[src/rtl/uart_pkg.sv]
// Shared UART definitions: data width, default bit period and FSM state encoding.
// Used by the transmitter and reusable by a receiver.
package uart_pkg;
  localparam int UART_DATA_W      = 8;
  localparam int CLKS_PER_BIT_DEF = 5208;

  typedef enum logic [2:0] {
    ST_IDLE   = 3'd0,
    ST_START  = 3'd1,
    ST_DATA   = 3'd2,
    ST_PARITY = 3'd3,
    ST_STOP   = 3'd4
  } uart_state_e;
endpackage

[src/rtl/uart_baud_cnt.sv]
// Bit-period counter: counts 0..CLKS_PER_BIT-1 while enabled and pulses tick_o
// for one cycle at terminal count. clr_i restarts the period.
module uart_baud_cnt #(
  parameter int CLKS_PER_BIT = uart_pkg::CLKS_PER_BIT_DEF,
  parameter int CNT_W        = 16
) (
  input  logic clk,
  input  logic rst_ni,
  input  logic clr_i,
  input  logic en_i,
  output logic tick_o
);
  localparam logic [CNT_W-1:0] TERM = CNT_W'(CLKS_PER_BIT - 1);

  logic [CNT_W-1:0] cnt_q, cnt_d;

  assign tick_o = en_i && !clr_i && (cnt_q == TERM);

  always_comb begin
    cnt_d = cnt_q;
    if (clr_i)       cnt_d = '0;
    else if (tick_o) cnt_d = '0;
    else if (en_i)   cnt_d = cnt_q + 1'b1;
  end

  always_ff @(posedge clk) begin
    if (!rst_ni) cnt_q <= '0;
    else         cnt_q <= cnt_d;
  end
endmodule

[src/rtl/uart_sender.sv]
// UART transmitter: 8N1, LSB first, registered line and status outputs.
// Define UART_SENDER_PARITY_EN to insert an even-parity bit before the stop bit.
module uart_sender
  import uart_pkg::*;
#(
  parameter int CLKS_PER_BIT = CLKS_PER_BIT_DEF,
  parameter int CNT_W        = 16
) (
  input  logic                   clk,
  input  logic                   reset,
  input  logic [UART_DATA_W-1:0] UART_TXD,
  input  logic                   TX_EN,
  output logic                   TX_STATUS,
  output logic                   UART_TX
);
  uart_state_e            state_q;
  logic [UART_DATA_W-1:0] data_q;
  logic [2:0]             idx_q;
  logic                   tx_q, status_q;
  logic                   accept, tick;

  assign accept    = (state_q == ST_IDLE) && TX_EN;
  assign UART_TX   = tx_q;
  assign TX_STATUS = status_q;

  uart_baud_cnt #(.CLKS_PER_BIT(CLKS_PER_BIT), .CNT_W(CNT_W)) u_baud (
    .clk    (clk),
    .rst_ni (reset),
    .clr_i  (accept),
    .en_i   (state_q != ST_IDLE),
    .tick_o (tick)
  );

  // tx_q is loaded with the level of the next bit on the edge that enters it,
  // so the line is a pure register with no input-to-output path.
  always_ff @(posedge clk) begin
    if (!reset) begin
      state_q  <= ST_IDLE;
      data_q   <= '0;
      idx_q    <= '0;
      tx_q     <= 1'b1;
      status_q <= 1'b1;
    end else begin
      case (state_q)
        ST_IDLE: if (TX_EN) begin
          data_q   <= UART_TXD;
          idx_q    <= '0;
          tx_q     <= 1'b0;
          status_q <= 1'b0;
          state_q  <= ST_START;
        end
        ST_START: if (tick) begin
          idx_q   <= '0;
          tx_q    <= data_q[0];
          state_q <= ST_DATA;
        end
        ST_DATA: if (tick) begin
          if (idx_q == 3'd7) begin
`ifdef UART_SENDER_PARITY_EN
            tx_q    <= ^data_q;
            state_q <= ST_PARITY;
`else
            tx_q    <= 1'b1;
            state_q <= ST_STOP;
`endif
          end else begin
            idx_q <= idx_q + 3'd1;
            tx_q  <= data_q[idx_q + 3'd1];
          end
        end
`ifdef UART_SENDER_PARITY_EN
        ST_PARITY: if (tick) begin
          tx_q    <= 1'b1;
          state_q <= ST_STOP;
        end
`endif
        ST_STOP: if (tick) begin
          tx_q     <= 1'b1;
          status_q <= 1'b1;
          state_q  <= ST_IDLE;
        end
        default: begin
          tx_q     <= 1'b1;
          status_q <= 1'b1;
          state_q  <= ST_IDLE;
        end
      endcase
    end
  end
endmodule

[config.mk]
export PLATFORM = sky130hd
export DESIGN_NAME = uart_sender
export DESIGN_NICKNAME = d
export VERILOG_FILES = /design/src/rtl/uart_pkg.sv /design/src/rtl/uart_baud_cnt.sv /design/src/rtl/uart_sender.sv
export SDC_FILE = /design/constraint.sdc
export NUM_CORES = 1
export LEC_CHECK = 0
export CORE_MARGIN = 5
export CORE_UTILIZATION = 51
export CTS_CLUSTER_DIAMETER = 150
export CTS_CLUSTER_SIZE = 10
export DETAILED_ROUTE_END_ITERATION = 16
export PLACE_DENSITY = 0.79
export SLEW_MARGIN = 30
export SYNTH_ARGS = -nofsm -noshare
export SYNTH_HDL_FRONTEND = slang
export SYNTH_SLANG_ARGS = --single-unit
[constraint.sdc]
create_clock -name clk -period 1.78 [get_ports clk]
set_input_delay 0.356 -clock clk [delete_from_list [all_inputs] [get_ports clk]]
set_output_delay 0.356 -clock clk [all_outputs]
set_load 0.005 [all_outputs]
# After elaboration in Yosys (flattened, before gate mapping)
# Cells that the tools add are included.
# word_totals
register_bits,32
elab_cells,55
# classes
n_lt_le_gt_ge,1
n_mux,19
bitwise_logic,2
reduce_logical,14
n_addsub,2
eq_ne,11
# ops
cell,n
$mux 3,8
$add 16x1->16 const B,1
$eq 16x13->1 const B,1
$ne 2x2->1 const B,6
$pmux 3 s4,1
$reduce_and 5->1,2
$pmux 3 s3,1
$eq 3x3->1 const B,2
$mux 1,6
$reduce_bool 3->1,2
$lt 3x4->1 const B,1
$pmux 1 s4,1
$reduce_and 4->1,1
$add 3x1->3 const B,1
$bmux 1 s3,1
$eq 3x1->1 const B,1
$eq 3x2->1 const B,1
$logic_and 1x1->1,3
$logic_not 3->1,1
$pmux 1 s3,1
$reduce_and 3->1,1
$reduce_or 3->1,1
$not 1->1,2
$reduce_and 2->1,1
other kinds (2),2

# Logic depth before layout (Yosys ltp)
# Gate-level depths: netlist of the first run.
# logic_depth
ltp_word,7
mapped_depth,7

# By module
# Synthesis of the first run repeated with hierarchy kept, for this count alone.
# hier_totals
cells_unflattened,191
area_unflattened_um2,1647.8
# modules_own_cells
module,area_per_inst_um2,cells_each,seq_area_each_um2,n_inst
uart_sender,870.8,106,320.3,1
uart_baud_cnt,777.0,85,320.3,1

# Worst setup path after synthesis of the first run
# OpenSTA, ideal clock, no wires.
# synth_timing
path_kind,reg2reg
startpoint,register u_baud.cnt_q[7]
endpoint,register idx_q[0]
t_arrival_ps,1771
required_ps,1659
stages_incl_launch_ff,6
path_slack_ps,-112
cell_sequence,dfxtp_1 or4b_1 nor4b_2 nand4_2 a211o_1 mux2i_1
# synth_between
elab_chain_cells,4
word_cells_on_any_way,5
classes_between,3 x eq/ne; 2 x reduce/logical
# synth_lines
element,line,text
start: declaration,uart_baud_cnt.sv:15,"logic [CNT_W-1:0] cnt_q, cnt_d;"
start signal: assignment,uart_baud_cnt.sv:28,else cnt_q <= cnt_d;
$eq 16x13->1 (*),uart_baud_cnt.sv:17,assign tick_o = en_i && !clr_i && (cnt_q == TERM);
$logic_and 1x1->1 (*),uart_baud_cnt.sv:17,
$ne 2x2->1 (no line),n/a,
$reduce_and 5->1 (no line) (*),n/a,
end signal: assignment,uart_sender.sv:67,idx_q <= idx_q + 3'd1;
end: declaration,uart_sender.sv:18,logic [2:0] idx_q;
# Every way passes the cells marked *; elsewhere a longest branch is shown, timed or not.
# A chain may end at the register's enable or synchronous reset.

# Worst setup path after layout of the first run
# Ends and elaborated chain as after synthesis.

==> metrics.md, run 1 <==
| Metric | Value |
|---|---|
| Final WS setup | -153 ps |
| Gate Count Post-Synth | 181 |
| Post-synthesis sequential area ratio | 0.415 |
| Boundary Pins | 13 |
| Tot GR Track Use | 0.186 |
| Grt total ovfl | 0 |
| Post-synthesis sequential element count | 32 |
| Vias | around 1,400 |
| CTS tree | yes |
| PwrDens | around 750 nW/um^2 |
| Final Hold Fails | 0 |
| Final Max Slew Viols | 0 |
| Crit share post-route | 1.09 |
| Post-synth cell types | 33 |
| Avg Cell Area, Syn | 8.52 um^2 |
| CORE AREA | 2980 um^2 |
| Final GP Congestion | 0.813 |
| Syn Nets | a little under 200 |
| Clk_skew | around 11 ps |
| Met2 Use GR | 0.333 |
| Post-Syn Area | 1540 um^2 |
| Critical path launch point type | flip-flop |
| Most common cell after layout, fill and taps aside | dfxtp_1 |
| Max Root-Sink Buffers | 2 |
| Clock slew seen by the registers of the worst setup and hold paths | 110 ps |
| Maxcap violations | 0 |
| Final Net Count | 230 |
| Placed Cells | around 240 |
| Total power | roughly 1.5 mW |
| Non-Filler Instances | between 200 and 300 |
| CTS Hold Bufs | 0 |
| Area grow syn2layout | 27.3% |
| Width of the chip | between 60 and 70 um |
| IO buf count | 12 |
| Largest net degree at the start of global routing | 17 |
| DR WL/cell | roughly 14 um |
| VDD IR max | around 630 uV |
| Yosys warnings | 0 |
| Primary FF master, synth | dfxtp_1 |
| Pre-CTS setup slack | -187 ps |
| Vias in the first global route | 1,514 |
| Htree depth | 2 |
| Final WL | between 3000 and 4000 um |
| Hold/Removal Path Class | flip-flop to flip-flop |
| Hold Path Origin | data_q[2] |
| Met1 Use GR | 0.187 |
| 1st-pass router iterations | 4 |
| Reg2reg start | u_baud.cnt_q[7] |
| Post-route cell area | between 1500 and 2000 um^2 |
| Failing checks | setup timing |
| Clock Sink Count | 32 |
| Crit path DAT | ~2200 ps |
| Leak Pwr | 0.777 nW |
| Achievable Freq | a little over 0.5 GHz |
| Top Usage Layer GRT | met2 |
| Site Rows | 20 |
| Outcome | complete, but fails checks |
| Final core occ | 0.660 |
| DRT iter0 DRCs | between 50 and 60 |
| Clk_lat worst skew | about 350 ps |
| Via density | approximately 5.6 |
| First-pass GRT wire length | 6100 um |
| Die H | approximately 65 um |
| Final setup vio count | 23 |
| Dpl hpwl | about 2600 um |
| Worst setup path start | u_baud.cnt_q[7] |
| Antenna-violating nets left | 0 |
| Post-synthesis async set-or-reset flop share | 0 |
| Commonest non-fill, non-tap cells in the layout | dfxtp_1 (31), nand2_1 (30), nor2_1 (25), buf_4 (20), clkdlybuf4s50_1 (12) |
| CP required | just over 2000 ps |
| RSZ-0062 raised after global routing | yes |
| Crit. End Element | flip-flop |
| Root Buffer | clkbuf_4 |
| Starting Density | 0.518 |
| Die area | around 4200 um^2 |
| Worst Tran Pin Value | 602 ps |
| Diode count | 0 |
| Max-slew headroom | 0.595 |
| Crit Path Category | flip-flop to flip-flop |
| DRC viols | 0 |
| Initial antenna violation count | 0 |
| Min Tclk post-route | between 1500 and 2000 ps |
| EDFF count, synth | 0 |
| Post-Place Cell Area | between 1500 and 2000 um^2 |
| GR Layer Usage met3 | 0.0485 |
| CTS Buf Count | 5 |
| CP Max Fanout | 6 |
| Share of layout cells above drive strength 1 | 0.171 |
[synth_stat cells, types with 5 or more instances]
library cell   n  area share
dfxtp_1       32        0.42
clkbuf_1       6       0.015
a21oi_1        5       0.016
mux2i_1        5       0.032
nand3_1        6       0.019
nor2_1        25       0.061
nor3_1         5       0.016
nand4_1        6       0.024
nand2_1       30       0.073
xor2_1        11       0.062
a21boi_1       9       0.044
nand2b_1       5       0.020
[worst paths after layout]
check | cells after the start | endpoint | slack [ps]
setup / recovery | 5 | idx_q[0] | -150
hold / removal | 2 | data_q[2] | 460
setup reg to reg | 5 | idx_q[0] | -150
hold reg to reg | 2 | data_q[2] | 460
[layout make-up]
cell class,count,area [um^2]
Timing Repair Buffer,35,304
Multi-Input combinational cell,140,893
Inverter,2,7.51
Tap cell,33,41.3
Clock inverter,2,35.0
Sequential cell,32,642
Clock buffer,6,41.3
Fill cell,246,1010
[cells by family (layout without fill, tap and decap cells)]
logic type      count (synthesis)  in the layout  share of synthesized area
xor+xnor                       15             15                     0.0852
buf+inv                         9             45                     0.0227
compound gates                 22             22                     0.0925
flops                          32             32                      0.415
fa+ha+maj                       3              3                     0.0243
mux                             7              7                     0.0616
simple gates                   93             93                      0.298
[through the flow]
step / hold slack, ps / setup TNS [ps]
finish: 462 / -2240
global placement: 437 / -1230
detailed placement: 450 / -1990
floorplan: 432 / -1260
global route: 496 / -4400
CTS: 464 / -2160
[power breakdown]
group          total (mW)  switching (mW)  internal (mW)
combinational       0.158          0.0731         0.0845
clock               0.562           0.268          0.294
sequential          0.748          0.0116          0.736
total                1.47           0.353           1.11
[what timing repair did]
| action | in CTS | in global routing |
|---|---|---|
| resized for setup | 3 | 4 |
| setup buffers | 2 | 1 |
| endpoints found under the setup margin | 23 | 24 |
[layer usage]
metal / vias to the layer above / wire [um]
met5: - / 0
met4: 0 / 121
met3: 15 / 146
met2: 34 / 1850
met1: 657 / 1390
li1: 692 / -
[flip-flops by register name, summed over array words and instances (netlist names)]
register      flops
u_baud.cnt_q     16
data_q            8
idx_q             3
state_q           3
TX_STATUS         1
UART_TX           1
[critical path, cell delays in order (launching register included)]
cell and delay [ps]:
dfxtp_2 340, or4b_4 550, nor4b_4 270, nand4_4 150, a211o_1 360, mux2i_1 150
(Power assumes the default switching activity.)
==> run 2: changes to the inputs <==
--- a/config.mk
+++ b/config.mk
@@ -5,13 +5,16 @@
 export SDC_FILE = /design/constraint.sdc
 export NUM_CORES = 1
 export LEC_CHECK = 0
+export ABC_AREA = 1
 export CORE_MARGIN = 5
-export CORE_UTILIZATION = 51
+export CORE_UTILIZATION = 52
 export CTS_CLUSTER_DIAMETER = 150
 export CTS_CLUSTER_SIZE = 10
 export DETAILED_ROUTE_END_ITERATION = 16
-export PLACE_DENSITY = 0.79
+export PLACE_DENSITY = 0.8
+export SETUP_SLACK_MARGIN = 0.3
 export SLEW_MARGIN = 30
 export SYNTH_ARGS = -nofsm -noshare
 export SYNTH_HDL_FRONTEND = slang
+export SYNTH_HIERARCHICAL = 1
 export SYNTH_SLANG_ARGS = --single-unit
==> run 2 against run 1 <==
  * The flow now finishes without violations
  * Core utilization rose by 2.2 points
  * Clock-buffer cell count rose by 1
  * Total power rose by 57%
  * Combinational power rose to 5.8 times the previous value
  * Via count rose by 22%
==> metrics.md, run 2 <==
| Metric | Value |
|---|---|
| Dpl hpwl | 2760 um (+8.2%) |
| Leak Pwr | 0.889 nW (+15%) |
| Crit. End Element | flip-flop |
| Crit path DAT | 1740 ps (-430 ps) |
| Via density | 4.93 (-12%) |
| Final GP Congestion | 0.924 (+14%) |
| Max reg flops | 16 (unchanged) |
| DR WL/cell | 11.1 um (-21%) |
| Initial antenna violation count | 0 (unchanged) |
| PwrDens | 1020 nW/um^2 (+37%) |
| 1st-pass router iterations | 4 (unchanged) |
| Flop2flop setup slack | 270 ps (+420 ps) |
| Share of layout cells above drive strength 1 | 0.266 (+0.0953) |
| Vias | 1,712 (+22%) |
| Synth top cells by count | nand2_1 (73), nor2_1 (36), inv_1 (34) |
| Vias in the first global route | 1,497 (-1.1%) |
| Clk_skew | 5.19 ps (-5.52 ps) |
| DRT iter0 DRCs | 90 (+64%) |
| Synth top area cells | dfxtp_1 (36%), nand2_1 (16%), nor2_1 (7.6%) |
| Post-Place Cell Area | 2010 um^2 (+9.9%) |
| Clk_lat worst skew | 330 ps (-20 ps) |
| Clock Sink Count | 32 (unchanged) |
| Final setup vio count | 0 (-100%) |
| Gate Count Post-Synth | 268 (+48%) |
| Site Rows | 21 (+5.0%) |
| Post-route cell area | 2260 um^2 (+15%) |
| Hold Worst Slack | 454 ps (-7.93 ps) |
| Final Net Count | 315 (+37%) |
| Die H | 68.3 um (+5.1%) |
| Hold EP | UART_TX |
| Grt total ovfl | 0 (unchanged) |
| Largest register by flop count | u_baud/cnt_q |
| CP Max Fanout | 4 (-2) |
| CP required | 2010 ps (about the same) |
| Syn Nets | 282 (+45%) |
| Final WL | 3840 um (+9.4%) |
| Max-slew headroom | 0.831 (+0.236) |
| Starting Density | 0.534 (+0.0156) |
| Post-Syn Area | 1770 um^2 (+15%) |
| Synth area leader | dfxtp_1 |
| Achievable Freq | 0.662 GHz (+28%) |
| Critical path launch point type | flip-flop |
| Reg-to-reg endpoint | state_q[1] |
| Final Max Slew Viols | 0 (unchanged) |
| Final Hold Fails | 0 (unchanged) |
| Post-synthesis sequential area ratio | 0.363 (-0.0526) |
| R2r worst-path depth | 12 (+7) |
| Most frequent cell after synthesis | nand2_1 |
| Avg Cell Area, Syn | 6.59 um^2 (-23%) |
| Diode count | 0 (unchanged) |
| Total power | 2.30 mW (+57%) |
| Maxcap violations | 0 (unchanged) |
| CTS tree | yes |
| Reg2reg start | u_baud/cnt_q[0] |
| Largest regs | u_baud/cnt_q x16, data_q x8 |
| RSZ-0062 raised after global routing | yes |
| Die area | 4660 um^2 (+10%) |
| Crit share post-route | 0.849 (-0.237) |
| Worst hold stages | 2 (unchanged) |
| Clock slew seen by the registers of the worst setup and hold paths | 100 ps (about the same) |
| Hold/Removal Path Class | flip-flop to flip-flop |
| CORE AREA | 3310 um^2 (+11%) |
| Primary FF master, synth | dfxtp_1 |
| Post-synth cell types | 27 (-18%) |
| Width of the chip | 68.3 um (+5.1%) |
| DRC viols | 0 (unchanged) |
| Htree depth | 2 (unchanged) |
| VDD IR max | 554 uV (-12%) |
| Most common cell after layout, fill and taps aside | nand2_1 |
| Min Tclk post-route | 1510 ps (-422 ps) |
| EDFF count, synth | 0 (unchanged) |
| Antenna-violating nets left | 0 (unchanged) |
| Tot GR Track Use | 0.180 (-0.00628) |
| IO buf count | 12 (unchanged) |
| Boundary Pins | 13 (unchanged) |
| Commonest non-fill, non-tap cells in the layout | nand2_1 (68), nor2_1 (31), inv_1 (28), dfxtp_1 (22), a21oi_1 (19) |
| Area grow syn2layout | 27.7% |
| CTS Buf Count | 5 (unchanged) |
| Worst Tran Pin Value | 252 ps (-350 ps) |
| Share of the synthesized area in the top cell type | 0.363 (-0.0526) |
| Hold Path Origin | UART_TX |
| Crit Path Category | flip-flop to flip-flop |
| Post-synthesis sequential element count | 32 (unchanged) |
| First-pass GRT wire length | 6280 um (+3.0%) |
| CTS Hold Bufs | 0 (unchanged) |
| Outcome | complete, no violations |
| Yosys warnings | 6 (+6) |
| Max Root-Sink Buffers | 2 (unchanged) |
| Largest net degree at the start of global routing | 17 (unchanged) |
| Root Buffer | clkbuf_4 |
| Post-synthesis async set-or-reset flop share | 0 (unchanged) |
run 2: cell families (layout without fill, tap and decap cells):
family	count (synthesis)	after routing	synth area share
AND/OR/NAND/NOR	155	155	0.404
buffers and inverters	41	74	0.0921
AO/OA/AOI/OAI	32	32	0.0956
flip-flops	32	32	0.363
XOR/XNOR	5	5	0.0248
adder cells (fa/ha/maj)	3	3	0.0212
run 2: through the flow:
| step | TNS (ps) | std cells | util | worst slack, ps |
|---|---|---|---|---|
| after floorplan | 0 | 268 | - | 301 |
| after global placement | -115 | 328 | 0.607 | -43.5 |
| after detailed placement | -315 | 328 | 0.607 | -96.5 |
| after CTS | 0 | 340 | 0.644 | 230 |
| after global routing | 0 | 347 | 0.681 | 156 |
| final | 0 | 347 | 0.681 | 269 |
run 2: worst max path at each step:
stage	startpoint	to	slack, ps	cells after the start
floorplan	u_baud/cnt_q[1]	state_q[1]	300	12
global placement	TX_EN	state_q[1]	-40	13
detailed placement	TX_EN	state_q[1]	-100	13
CTS	state_q[1]	state_q[1]	230	13
global route	u_baud/cnt_q[9]	state_q[1]	160	12
finish	u_baud/cnt_q[0]	state_q[1]	270	12
run 2: area by class of cell:
class | instances | area [um^2]
clock buffers | 7 | 65.1
multi-input cells | 195 | 1070
inverters | 38 | 148
flip-flops and latches | 32 | 668
well taps | 46 | 57.6
repair buffers | 29 | 244
fillers | 287 | 1050
run 2: repair_timing:
item,in CTS,in global routing
setup buffers,5,7
gates resized for setup,13,21
pin swaps,4,14
endpoints found under the setup margin,9,23
run 2: per-layer routing:
metal / global-route usage / wire (um)
met1: 0.209 / 1660
met2: 0.302 / 2010
met3: 0.0575 / 102
met4: 0.0769 / 69
met5: 0 / 0
run 2: report_power, final:
group          internal (mW)  leakage (nW)  total, mW  switching [mW]
clock                  0.224        0.0374      0.460           0.236
sequential             0.838         0.267      0.931          0.0930
combinational          0.379         0.585      0.913           0.535
run 2: worst max-delay path, stage by stage, from the launching register on:
cell and delay [ps]:
dfxtp_4 370, ha_4 160, inv_4 50, nor3_2 150
nand3_2 90, inv_2 80, inv_4 50, nand3_4 90
nand2_4 60, inv_2 70, nand3_2 70, a21oi_1 130
nor2_1 60
